`config.mk`:
```
export PLATFORM = sky130hd
export DESIGN_NAME = char_line_scheduler
export DESIGN_NICKNAME = d
export VERILOG_FILES = /design/src/rtl/char_line_scheduler.sv
export SDC_FILE = /design/constraint.sdc
export NUM_CORES = 1
export LEC_CHECK = 0
export ABC_AREA = 1
export ABC_CLOCK_PERIOD_IN_PS = 1800
export CELL_PAD_IN_SITES_DETAIL_PLACEMENT = 1
export CELL_PAD_IN_SITES_GLOBAL_PLACEMENT = 1
export CORE_MARGIN = 4
export CORE_UTILIZATION = 42
export CTS_CLUSTER_DIAMETER = 150
export CTS_CLUSTER_SIZE = 20
export DETAILED_ROUTE_END_ITERATION = 12
export HOLD_SLACK_MARGIN = 0.12
export PLACE_DENSITY_LB_ADDON = 0.1
export SYNTH_ARGS = -nofsm -noshare
export SYNTH_HDL_FRONTEND = slang
export SYNTH_SLANG_ARGS = --single-unit
```
`constraint.sdc`:
```
create_clock -name clk -period 1.8 [get_ports clk]
set_input_delay 0.27 -clock clk [delete_from_list [all_inputs] [get_ports clk]]
set_output_delay 0.27 -clock clk [all_outputs]
set_load 0.05 [all_outputs]
```
`src/rtl/char_line_scheduler.sv`:
```
// ============================================================================
// char_line_scheduler
//
// Sequencer and round-robin arbiter that sits in front of the VGA character
// drawing block. Two text producers (0: target-word display, 1: typed-text
// echo) each fill a private buffer of character addresses. Each then raises a
// level request to have the line plotted. The scheduler grants the shared
// drawer to one producer at a time. It issues one character plot per drawer
// handshake, advancing x by CHAR_W pixels per character, and pulses doneN once
// the whole line has been handed to the drawer.
//
// Parameters
//   MAX_LEN  buffer depth per requester (power of two, >= 2)
//   CHAR_W   x advance per character, pixels
//
// Ports
//   clk, reset                  system clock, synchronous active-high reset
//   wr_en*/wr_idx*/wr_data*     buffer write port, one per requester
//   req*                        level request to plot the loaded line
//   x*, y*, len*                line origin and character count (0..31)
//   gnt*                        requester owns the drawer (ISSUE..DONE)
//   done*                       one-cycle pulse, line complete
//   busy                        scheduler is not idle
//   address, x_input, y_input   character and origin presented to the drawer
//   enable_character_plot       one-cycle start pulse to the drawer
//   ready_to_start_character    drawer idle / previous plot finished
// ============================================================================
module char_line_scheduler #(
    parameter int MAX_LEN = 16,
    parameter int CHAR_W  = 8
) (
    input  logic                       clk,
    input  logic                       reset,
    input  logic                       wr_en0,
    input  logic [$clog2(MAX_LEN)-1:0] wr_idx0,
    input  logic [7:0]                 wr_data0,
    input  logic                       wr_en1,
    input  logic [$clog2(MAX_LEN)-1:0] wr_idx1,
    input  logic [7:0]                 wr_data1,
    input  logic                       req0,
    input  logic                       req1,
    input  logic [8:0]                 x0,
    input  logic [8:0]                 y0,
    input  logic [4:0]                 len0,
    input  logic [8:0]                 x1,
    input  logic [8:0]                 y1,
    input  logic [4:0]                 len1,
    output logic                       gnt0,
    output logic                       gnt1,
    output logic                       done0,
    output logic                       done1,
    output logic                       busy,
    output logic [7:0]                 address,
    output logic [8:0]                 x_input,
    output logic [8:0]                 y_input,
    output logic                       enable_character_plot,
    input  logic                       ready_to_start_character
);

    localparam int IW = $clog2(MAX_LEN);
    // One extra bit so the character counter can hold MAX_LEN itself.
    localparam int CW = IW + 1;

    typedef enum logic [2:0] {
        ST_IDLE,
        ST_ISSUE,
        ST_WAIT_LO,
        ST_WAIT_HI,
        ST_DONE
    } state_t;

    state_t          state_q, state_d;
    logic [CW-1:0]   idx_q, idx_d;
    logic [CW-1:0]   len_eff_q, len_eff_d;
    logic            owner_q, owner_d;
    logic            last_owner_q, last_owner_d;
    logic [8:0]      x_base_q, x_base_d;
    logic [8:0]      y_base_q, y_base_d;

    logic [7:0]      buf0_q [MAX_LEN];
    logic [7:0]      buf0_d [MAX_LEN];
    logic [7:0]      buf1_q [MAX_LEN];
    logic [7:0]      buf1_d [MAX_LEN];

    logic            winner;
    logic [4:0]      win_len;
    logic [CW-1:0]   win_len_eff;
    logic [8:0]      x_off;

    assign busy = (state_q != ST_IDLE);
    assign gnt0 = busy && !owner_q;
    assign gnt1 = busy && owner_q;

    // Round-robin pick: a lone request wins outright; with both pending the
    // requester that was not served last goes first. The winner's length is
    // clamped to the buffer depth here so the FSM only ever sees a legal count.
    always_comb begin
        if (req0 && req1) begin
            winner = ~last_owner_q;
        end else begin
            winner = req1;
        end
        win_len = winner ? len1 : len0;
        if (int'(win_len) > MAX_LEN) begin
            win_len_eff = CW'(MAX_LEN);
        end else begin
            win_len_eff = CW'(win_len);
        end
    end

    // Pixel offset of the current character; the 9-bit truncation gives the
    // intended wrap at the right edge of the 512-wide coordinate space.
    always_comb begin
        x_off = 9'(int'(idx_q) * CHAR_W);
    end

    // Buffer writes. The buffer of the line currently being drawn is frozen so
    // the plotted characters cannot change mid-line; the other buffer is free.
    always_comb begin
        buf0_d = buf0_q;
        buf1_d = buf1_q;
        if (wr_en0 && !gnt0) begin
            buf0_d[wr_idx0] = wr_data0;
        end
        if (wr_en1 && !gnt1) begin
            buf1_d[wr_idx1] = wr_data1;
        end
    end

    // Main sequencer. The drawer handshake is: pulse while ready is high,
    // wait for ready to fall (drawer accepted), then wait for it to rise
    // (drawer finished) before moving on to the next character.
    always_comb begin
        state_d               = state_q;
        idx_d                 = idx_q;
        len_eff_d             = len_eff_q;
        owner_d               = owner_q;
        last_owner_d          = last_owner_q;
        x_base_d              = x_base_q;
        y_base_d              = y_base_q;
        address               = 8'd0;
        x_input               = 9'd0;
        y_input               = 9'd0;
        enable_character_plot = 1'b0;
        done0                 = 1'b0;
        done1                 = 1'b0;

        unique case (state_q)
            ST_IDLE: begin
                if (req0 || req1) begin
                    owner_d   = winner;
                    x_base_d  = winner ? x1 : x0;
                    y_base_d  = winner ? y1 : y0;
                    len_eff_d = win_len_eff;
                    idx_d     = '0;
                    state_d   = (win_len_eff == '0) ? ST_DONE : ST_ISSUE;
                end
            end
            ST_ISSUE: begin
                address               = owner_q ? buf1_q[idx_q[IW-1:0]]
                                                : buf0_q[idx_q[IW-1:0]];
                x_input               = x_base_q + x_off;
                y_input               = y_base_q;
                enable_character_plot = ready_to_start_character;
                if (ready_to_start_character) begin
                    state_d = ST_WAIT_LO;
                end
            end
            ST_WAIT_LO: begin
                if (!ready_to_start_character) begin
                    state_d = ST_WAIT_HI;
                end
            end
            ST_WAIT_HI: begin
                if (ready_to_start_character) begin
                    idx_d   = idx_q + CW'(1);
                    state_d = (idx_d == len_eff_q) ? ST_DONE : ST_ISSUE;
                end
            end
            ST_DONE: begin
                done0        = !owner_q;
                done1        = owner_q;
                last_owner_d = owner_q;
                state_d      = ST_IDLE;
            end
            default: begin
                state_d = ST_IDLE;
            end
        endcase
    end

    // Control registers. last_owner resets to 1 so requester 0 wins the very
    // first contended arbitration.
    always_ff @(posedge clk) begin
        if (reset) begin
            state_q      <= ST_IDLE;
            idx_q        <= '0;
            len_eff_q    <= '0;
            owner_q      <= 1'b0;
            last_owner_q <= 1'b1;
            x_base_q     <= 9'd0;
            y_base_q     <= 9'd0;
        end else begin
            state_q      <= state_d;
            idx_q        <= idx_d;
            len_eff_q    <= len_eff_d;
            owner_q      <= owner_d;
            last_owner_q <= last_owner_d;
            x_base_q     <= x_base_d;
            y_base_q     <= y_base_d;
        end
    end

    // Character buffers have no reset so loaded text survives a reset.
    always_ff @(posedge clk) begin
        buf0_q <= buf0_d;
        buf1_q <= buf1_d;
    end

endmodule

```
==> results of run 1 <==
==> kinds of logic after synthesis <==
family                     after synthesis
AOI/OAI and AO/OA                      266
buffers and inverters                  122
xor gates and xnor gates                 4
adders and majority gates                7
and+or+nand+nor                        376
DFF                                    289
==> metrics by stage <==
stage	hold slack (ps)	util, %	worst slack (ps)
after floorplan	369	-	-145
after global placement	460	55.4	-302
after detailed placement	478	55.4	-378
after CTS	314	59.1	-808
after global routing	318	59.7	-903
final	332	59.7	-823
==> routing by layer <==
layer	wire [µm]	share of wire [%]	GRT usage (%)	vias to the layer above
met4	553	1.4	5.08	2
met5	13	0.034	0	-
met1	16300	43	31.9	4843
met3	1840	4.8	3.12	42
li1	-	-	-	4272
met2	19600	51	41.9	235
==> power by group <==
group	switching (mW)	internal, mW	total [mW]	leakage (nW)
Sequential	0.151	7.61	7.76	2.59
Combinational	3.21	2.38	5.58	2.95
Clock	2.19	2.00	4.19	0.255
Total	5.54	12.0	17.5	5.80
==> final cells by class <==
cell class / instances / area (µm²) / area share (%)
Clock inverter: 1 / 16.3 / 0.0950
Sequential cell: 289 / 8370 / 48.9
Inverter: 56 / 229 / 1.34
Multi-Input combinational cell: 653 / 4190 / 24.5
Timing Repair Buffer: 246 / 3320 / 19.4
Tap cell: 384 / 480 / 2.81
Clock buffer: 31 / 520 / 3.04
==> cells in the mapped netlist <==
master	n
o211ai_1	10
nor3_1	4
a32o_1	1
a21oi_1	42
buf_4	6
inv_1	49
fa_1	1
nand3_1	63
o221ai_1	54
a221oi_2	8
a21o_1	1
edfxtp_1	256
dfxtp_1	33
o21ai_1	1
o21ai_0	141
buf_2	27
inv_2	3
or2_2	1
a211oi_2	1
nor2_1	210
nand2_4	1
nand3b_1	3
o211a_1	1
a221oi_1	4
buf_6	2
nand4_1	3
buf_1	3
clkinv_1	4
clkbuf_1	28
nor2_4	2
nand2_1	89
a21oi_4	1
xor2_1	3
xnor2_1	1
o22ai_1	1
ha_1	6
==> critical path: cells and delay by family, from the launching register on <==
| kind | cells | cell delay (ps) |
|---|---|---|
| buffers and inverters | 4 | 550 |
| DFF | 1 | 440 |
| AOI/OAI and AO/OA | 2 | 380 |
| and+or+nand+nor | 4 | 450 |
==> placed cells by master, fill, tap and decap left out, drive strengths merged, types with 4 or more instances in the layout <==
cell	count
nor2	212
ha	6
inv	51
edfxtp	256
nor3	4
a221oi	12
dfxtp	33
a21oi	43
o211ai	10
nand2	90
o221ai	54
clkbuf	32
buf	167
nand3	63
clkinv	5
o21ai	142
clkdlybuf4s50	76
==> timing repair <==
| item | in CTS | in global routing |
|---|---|---|
| pin swaps | 50 | 35 |
| setup buffers | 10 | 8 |
| resized for setup | 90 | 51 |
| endpoints found under the setup margin | 184 | 295 |
| gates cloned | 5 | 1 |
==> state kept, by name, summed over array words and instances, names as in the netlist <==
| signal | count |
|---|---|
| state_q | 3 |
| x_base_q | 9 |
| buf1_q | 128 |
| buf0_q | 128 |
| owner_q | 1 |
| len_eff_q | 5 |
| y_base_q | 9 |
| idx_q | 5 |
| last_owner_q | 1 |
==> path summary, 6_finish.rpt <==
check                                  from  slack (ps)  cells after the start                        end
setup / recovery      idx_q[0]$_SDFFE_PP0P_        -820                     10                 address[3]
hold / removal                        y1[3]         330                      3   y_base_q[3]$_SDFFE_PP0P_
setup reg to reg    state_q[0]$_SDFFE_PP0P_        -120                     10       buf1_q[23]$_DFFE_PP_
hold reg to reg   len_eff_q[0]$_SDFFE_PP0P_         490                      2  len_eff_q[0]$_SDFFE_PP0P_
==> run summary, run 1 <==
outcome = finished, violations left
failing checks = negative setup slack
yosys warns = 0
Routed WL per cell = 23.1 µm
Crit Path Max Fanout = 6
Net Count, Synth = 1148
hold_buf cts = 0
Arr. time, crit path = 2350 ps
Starting Density = 42.6%
post-placement cell area = 15900 µm²
drt drc = 0
share of cells above drive strength 1 = 26.7%
kind of critical path = reg -> out
adder-cell area share of the yosys netlist = 0.777%
Rel. slew slack = 49.5%
most frequent CP cell = buf_12
XOR/XNOR Fraction of Synth Area = 0.286%
first-pass GRT wire length = 57900 µm
Clock Skew = 14.1 ps
GRT Total Usage = 23.8%
Seq/Total Area, Yosys = 68.2%
Max Buffers Root-to-Sink = 3
Crit path largest cell delay = 440 ps
Finished Layout Cells = 1660
setup tns final = -33340 ps
pin count of the biggest net entering global routing = 32
main combinational cell family by area after synthesis = compound AO/OA/AOI/OAI gates
unrepaired setup endpoints after global routing = yes
endpoints failing setup = 289
ranking of synthesized cells by area = edfxtp_1 (63%), nor2_1 (6.4%), o21ai_0 (5.8%)
# diodes = 0
Design Area, Final = 17100 µm²
fill count = 2827
# port buffers = 108
Area growth, synth to finish = 40.0%
Worst path slowest cell = dfxtp_4
Critical Path End Type = output port
total power = 17.5 mW
drt pass-1 iters = 4
DRT Wirelength = 38300 µm
worst vdd ir = 0.00102 V
Worst-path clk slew = 90 ps
Antenna Violating Nets Remaining = 0
Rows = 62
mux contribution to synthesized area = 0%
Cell Pwr Density = 1020 nW/µm²
Req. time, crit path = 1530 ps
clock buffer count from CTS = 18
post-synthesis compound-gate area fraction = 13.8%
Setup WS post-layout = -823 ps
final hold viol count = 0
CTS tree = done
die span in y = 179 µm
leakage = 5.80 nW
overall die width = 179 µm
Netlist cell types = 36
vias in the first global route = 9994
nets = 1348
simple-gate area share of the yosys netlist = 12.6%
minimum clock period after layout = 2620 ps
Core Footprint = 28700 µm²
drt first-iter violations = 626
Worst Tran Pin Value = 755 ps
IO Count = 109
DR vias = 9394
gr ovfl total = 0
mapped cell area = 12200 µm²
Tcrit/Tclk final = 146%
Avg Vias per Cell = 5.66
share of the synthesized area in the top cell type = 62.8%
clk root buf = clkbuf_16
worst path cell trace = buf_12, buf_12, buf_12, o21ai_0, o221ai_1, nand3_1, nand2_2, nor2_4, nor2_4, buf_12
CP Launch Type = flip-flop
Max-Cap Viols = 0
Slew Viols, Final = 0
flops & latches, synth = 289
post-synth top area cell = edfxtp_1
CTS Sinks = 289
HP Class = in -> reg
H-tree depth = 1
initial antenna violation count = 1
clk_lat worst skew = 510 ps
maximum clock frequency = 381 MHz
Detailed Place HPWL = 25200 µm
RePlAce Congestion = 0.802
Placed Cells = 1609
Avg Inst Size Synth = 11.5 µm²
Synth Instances = 1064
DIE AREA = 31900 µm²
Power figures use the tool's default switching activity.
==> inputs of run 2 (changes only) <==
--- a/config.mk
+++ b/config.mk
@@ -7,10 +7,11 @@
 export LEC_CHECK = 0
 export ABC_AREA = 1
 export ABC_CLOCK_PERIOD_IN_PS = 1800
+export CAP_MARGIN = 40
 export CELL_PAD_IN_SITES_DETAIL_PLACEMENT = 1
-export CELL_PAD_IN_SITES_GLOBAL_PLACEMENT = 1
+export CELL_PAD_IN_SITES_GLOBAL_PLACEMENT = 2
 export CORE_MARGIN = 4
-export CORE_UTILIZATION = 42
+export CORE_UTILIZATION = 35
 export CTS_CLUSTER_DIAMETER = 150
 export CTS_CLUSTER_SIZE = 20
 export DETAILED_ROUTE_END_ITERATION = 12
==> run 2 against run 1 <==
  * The run still ends with negative setup slack left
  * Critical path depth fell by 1
  * Flip-flop and latch count did not move
  * Largest power group unchanged
  * Via count fell by 3.4%
  * Clock power barely moved
  * Routed wire length barely moved
  * Global-route usage fell by 4.0 points
==> run summary, run 2 (synthesis gave the netlist of run 1 again) <==
outcome = finished, violations left
failing checks = negative setup slack
die span in y = 195 µm
Max-Cap Viols = 0
final hold viol count = 0
HP Class = in -> reg
Worst path slowest cell = dfxtp_4
Cell Pwr Density = 1030 nW/µm²
metal2 WL = 19300 µm
Antenna Violating Nets Remaining = 0
pre-CTS setup slack = -441 ps
DRT Wirelength = 38300 µm
Sw Ratio = 31.5%
clock network fraction of total power = 23.7%
clock buffer count from CTS = 18
Slew Viols, Final = 0
drt drc = 0
Worst-path clk slew = 100 ps
share of cells above drive strength 1 = 27.7%
most frequent cells in the layout = edfxtp_1 (256), nor2_1 (141), o21ai_0 (131), buf_12 (80), nand2_1 (79)
M1 wire length = 16200 µm
Routed WL per cell = 21.9 µm
Clock Skew = 28.1 ps
clk root buf = clkbuf_16
unrepaired setup endpoints after global routing = yes
Rows = 68
Bufs and invs on worst path = 2
Req. time, crit path = 1530 ps
Hold Slack = 316 ps
# port buffers = 108
Setup WS post-layout = -912 ps
Comb pwr share = 32.7%
CP Launch Type = flip-flop
Arr. time, crit path = 2440 ps
Area growth, synth to finish = 41.4%
endpoints failing setup = 287
Tcrit/Tclk final = 151%
CTS tree = done
pin count of the biggest net entering global routing = 33
Crit path largest cell delay = 420 ps
leakage = 5.86 nW
Detailed Place HPWL = 26100 µm
Routed met3 length = 2370 µm
Rel. slew slack = 57.7%
Pint = 12.2 mW
registers with the most flip-flops = buf0_q x128, buf1_q x128
worst path cell trace = ha_4, fa_2, nand2_2, inv_2, or2_4, a21oi_4, xor2_2, nor2_4, buf_12
CTS Sinks = 289
total power = 17.8 mW
DR vias = 9072
IO Count = 109
vias in the first global route = 9687
Avg Vias per Cell = 5.18
clk_lat worst skew = 520 ps
initial antenna violation count = 0
hold_buf cts = 0
Flop pwr share = 43.6%
kind of critical path = reg -> out
drt pass-1 iters = 4
drt first-iter violations = 487
Critical Path End Type = output port
CP delay by family, top = adder cells
Max Buffers Root-to-Sink = 3
first-pass GRT wire length = 58700 µm
worst vdd ir = 0.000850 V
RePlAce Congestion = 0.785
commonest non-fill, non-tap cell in the layout = edfxtp_1
minimum clock period after layout = 2710 ps
DIE AREA = 38000 µm²
Top Layer Used = met4
overall die width = 195 µm
Core Footprint = 34500 µm²
maximum clock frequency = 369 MHz
GRT Total Usage = 19.8%
Sw Pwr = 5.61 mW
Starting Density = 35.4%
H-tree depth = 1
gr ovfl total = 0
nets = 1366
Worst Tran Pin Value = 633 ps
Crit Path Max Fanout = 5
-- run 2: cell count changes in the layout (fill, tap and decap cells not counted), moves of 6 or more --
cell     change
o21ai_1     -17
buf_6        +6
o21ai_0     +16
nor2_1       +6
buf_4       +19
buf_12       -8
-- run 2: power groups by stage --
stage          clock network [mW]  registers [mW]  logic, mW
4_1_cts                      4.38            7.76       5.72
2_1_floorplan                   0            7.86       2.77
6_report                     4.21            7.77       5.82
3_3_place_gp                    0            7.89       4.98
3_5_place_dp                    0            7.90       5.04
5_1_grt                      4.62            7.80       6.20
-- run 2: worst paths after layout --
path | from | slack (ps) | to | cells after the start
setup / recovery | idx_q[0]$_SDFFE_PP0P_ | -910 | x_input[7] | 9
hold / removal | x1[3] | 320 | x_base_q[3]$_SDFFE_PP0P_ | 3
setup reg to reg | state_q[2]$_SDFFE_PP0P_ | -80 | buf1_q[112]$_DFFE_PP_ | 10
hold reg to reg | len_eff_q[0]$_SDFFE_PP0P_ | 490 | len_eff_q[0]$_SDFFE_PP0P_ | 2
-- run 2: tightest hold or removal path, delay by kind of cell --
kind,cells,cell delay (ps)
buffers and inverters,1,400
AO/OA/AOI/OAI,1,60
AND/OR/NAND/NOR,1,70
-- run 2: timing repair --
item,4_1_cts,5_1_grt
endpoints found under the setup margin,57,300
resized for setup,87,57
buffers inserted,17,14
pin swaps,33,26
gates cloned,4,0
-- run 2: layout make-up --
| cell class | instances | area [µm²] |
|---|---|---|
| fillers | 3541 | 17200 |
| flip-flops and latches | 289 | 8370 |
| multi-input cells | 653 | 4210 |
| repair buffers | 264 | 3380 |
| well taps | 455 | 569 |
| clock buffers | 31 | 520 |
| inverters | 56 | 241 |
| clock inverters | 1 | 16.3 |
| diodes | 1 | 2.50 |
-- run 2: per-stage QoR --
stage / cell area (µm²) / util, % / TNS (ps) / cells
floorplan: 12900 / - / -2960 / 1064
global placement: 15900 / 46.0 / -11040 / 1687
detailed placement: 15900 / 46.0 / -13110 / 1687
CTS: 17000 / 49.2 / -22050 / 1739
global route: 17300 / 50.1 / -45880 / 1749
finish: 17300 / 50.1 / -23420 / 1750
-- run 2: routing by layer --
metal,global-route usage (%),up-vias
met5,0,-
met4,3.36,0
met3,2.36,25
met2,34.1,179
met1,27.6,4571
li1,-,4297
==> inputs of run 3 (changes only) <==
--- a/config.mk
+++ b/config.mk
@@ -5,13 +5,12 @@
 export SDC_FILE = /design/constraint.sdc
 export NUM_CORES = 1
 export LEC_CHECK = 0
-export ABC_AREA = 1
-export ABC_CLOCK_PERIOD_IN_PS = 1800
+export ABC_CLOCK_PERIOD_IN_PS = 3300
 export CAP_MARGIN = 40
 export CELL_PAD_IN_SITES_DETAIL_PLACEMENT = 1
 export CELL_PAD_IN_SITES_GLOBAL_PLACEMENT = 2
 export CORE_MARGIN = 4
-export CORE_UTILIZATION = 35
+export CORE_UTILIZATION = 46
 export CTS_CLUSTER_DIAMETER = 150
 export CTS_CLUSTER_SIZE = 20
 export DETAILED_ROUTE_END_ITERATION = 12
==> constraint.sdc (replaced) <==
create_clock -name clk -period 3.3 [get_ports clk]
set_input_delay 0.495 -clock clk [delete_from_list [all_inputs] [get_ports clk]]
set_output_delay 0.495 -clock clk [all_outputs]
set_load 0.05 [all_outputs]
==> run 3 against run 2 <==
  * The flow now finishes without violations
  * Cell area down 16%
  * Synthesized cell count down 35%
  * Combinational power down 73%
  * Non-clock buffer count down 101
  * Total power down 55%
  * Largest power group unchanged
  * Flip-flop and latch count unchanged
  * Critical path depth down 3
  * Routed wire length down 21%
  * Sequential power down 45%
  * Register-to-register slack better by 1100 ps
==> run summary, run 3 <==
Starting Density = 46.7%
leakage = 4.75 nW
clock buffer count from CTS = 18
final hold viol count = 0
Sw Pwr = 2.24 mW
Post-synth ARST share = 0%
ranking of synthesized cells by area = edfxtp_1 (63%), mux4_2 (7.6%), mux4_1 (5.8%)
Arr. time, crit path = 2730 ps
Worst-path clk slew = 90 ps
overall die width = 170 µm
clk_lat worst skew = 510 ps
Critical Path End Type = output port
worst vdd ir = 0.000349 V
DRT Wirelength = 30500 µm
Antenna Violating Nets Remaining = 0
Comb pwr share = 19.4%
drt first-iter violations = 525
vias in the first global route = 7320
DIE AREA = 29000 µm²
Max-Cap Viols = 0
dominant synthesized flop cell = edfxtp_1
cell depth of the worst flop-to-flop path = 6
Cell Pwr Density = 553 nW/µm²
maximum clock frequency = 310 MHz
flops & latches, synth = 289
worst path cell trace = buf_6, mux4_1, mux2_2, o22ai_1, nor4_2, buf_4
Placed Cells = 1149
internal reg-to-reg setup slack = 980 ps
kind of critical path = reg -> out
Routed WL per cell = 25.7 µm
Clock Skew = 13.7 ps
Finished Layout Cells = 1183
first-pass GRT wire length = 45500 µm
EDFF count, synth = 256
clk root buf = clkbuf_16
Worst Setup SP = idx_q[0]$_SDFFE_PP0P_
mapped cell area = 12100 µm²
most frequent cells in the layout = edfxtp_1 (256), clkdlybuf4s50_1 (96), nor2_1 (66), buf_4 (57), mux4_2 (41)
count leader, synth = edfxtp_1
Pint = 5.76 mW
CTS Sinks = 289
share of cells above drive strength 1 = 17.9%
nets = 920
setup tns final = 0 ps
DR vias = 6894
Flop pwr share = 53.0%
post-synth top area cell = edfxtp_1
endpoints failing setup = 0
HP Class = reg -> reg
Seq/Total Area, Yosys = 68.8%
FF-to-FF Start = state_q[2]$_SDFFE_PP0P_
CP Launch Type = flip-flop
Max Buffers Root-to-Sink = 3
Detailed Place HPWL = 20800 µm
registers with the most flip-flops = buf0_q x128, buf1_q x128
pin count of the biggest net entering global routing = 46
share of the synthesized area in the top cell type = 63.3%
H-tree depth = 1
Req. time, crit path = 2800 ps
drt drc = 0
Worst setup endpoint = address[4]
Worst Tran Pin Value = 764 ps
Rel. slew slack = 48.9%
minimum clock period after layout = 3230 ps
CTS tree = done
Avg Inst Size Synth = 17.5 µm²
pre-CTS setup slack = 403 ps
die span in y = 170 µm
# port buffers = 108
Slew Viols, Final = 0
Netlist cell types = 54
GRT Total Usage = 20.8%
Crit Path Max Fanout = 22
Rows = 59
Final Util = 55.7%
outcome = completed
clock network fraction of total power = 27.7%
Core Footprint = 26000 µm²
Area growth, synth to finish = 19.3%
yosys warns = 0
worst r2r dst = buf1_q[63]$_DFFE_PP_
most frequent cells after synthesis = edfxtp_1 (256), nor2_1 (66), mux4_2 (41), a211oi_1 (33), dfxtp_1 (33)
Worst path slowest cell = mux4_1
Sw Ratio = 28.0%
initial antenna violation count = 1
drt pass-1 iters = 5
Net Count, Synth = 779
Setup WS post-layout = 70.1 ps
RePlAce Congestion = 0.843
Avg Vias per Cell = 5.83
Crit path largest cell delay = 590 ps
hold_buf cts = 0
commonest non-fill, non-tap cell in the layout = edfxtp_1
IO Count = 109
# diodes = 0
Synth Instances = 695
fill count = 2386
gr ovfl total = 0
Tcrit/Tclk final = 97.9%
run 3: how the worst min path moves through the flow:
stage          slack [ps]                         to  cells after the start                       from
3_5_place_dp          490   y_base_q[7]$_SDFFE_PP0P_                      2   y_base_q[7]$_SDFFE_PP0P_
5_1_grt               530   y_base_q[2]$_SDFFE_PP0P_                      2   y_base_q[2]$_SDFFE_PP0P_
4_1_cts               510   y_base_q[7]$_SDFFE_PP0P_                      2   y_base_q[7]$_SDFFE_PP0P_
3_3_place_gp          480   y_base_q[0]$_SDFFE_PP0P_                      2   y_base_q[0]$_SDFFE_PP0P_
2_1_floorplan         430  last_owner_q$_SDFFE_PP1N_                      1  last_owner_q$_SDFFE_PP1N_
6_report              500   y_base_q[7]$_SDFFE_PP0P_                      2   y_base_q[7]$_SDFFE_PP0P_
run 3: power by group through the flow:
stage	logic [mW]	registers, mW	clock network, mW
3_5_place_dp	1.56	4.32	0
6_report	1.55	4.24	2.22
4_1_cts	1.56	4.24	2.27
2_1_floorplan	0.970	4.28	0
3_3_place_gp	1.51	4.31	0
5_1_grt	1.67	4.26	2.43
run 3: what timing repair did:
action | 4_1_cts | 5_1_grt
endpoints found under the setup margin | 9 | 7
buffers inserted | 1 | 1
resized for setup | 1 | 0
run 3: routing by layer:
layer,vias to the layer above,global-route usage (%),wire (µm)
met5,-,0,0
li1,3090,-,-
met1,3570,29.6,13200
met3,32,2.97,1780
met2,202,35.2,15000
met4,0,3.78,481
run 3: cells by family (layout without fill, tap and decap cells):
family | Yosys count | in the layout | share of synthesized area, %
flops | 289 | 289 | 68.8
simple gates | 158 | 158 | 6.45
mux | 98 | 98 | 16.0
compound gates | 79 | 79 | 4.66
buf+inv | 53 | 206 | 2.51
xor+xnor | 11 | 11 | 0.794
fa+ha+maj | 7 | 7 | 0.783
run 3: worst max-delay path: cells and delay by family (launching register included):
| family | cells | cell delay, ps |
|---|---|---|
| flops | 1 | 390 |
| mux | 2 | 880 |
| buf+inv | 2 | 470 |
| compound gates | 1 | 370 |
| simple gates | 1 | 100 |
run 3: per-stage QoR:
step | area (µm²) | hold slack, ps | total power, mW
after global placement | 13900 | 482 | 5.83
after floorplan | 12200 | 431 | 5.25
after detailed placement | 13900 | 492 | 5.88
after global routing | 14500 | 531 | 8.36
final | 14500 | 498 | 8.01
after CTS | 14400 | 505 | 8.08
run 3: cell type report:
cell class	count	area [µm²]	share of cell area, %
Sequential cell	289	8350	57.7
Multi-Input combinational cell	353	3550	24.5
Timing Repair Buffer	163	1590	11.0
Clock buffer	30	495	3.42
Tap cell	335	419	2.90
Inverter	11	41.3	0.285
Clock inverter	2	32.5	0.225
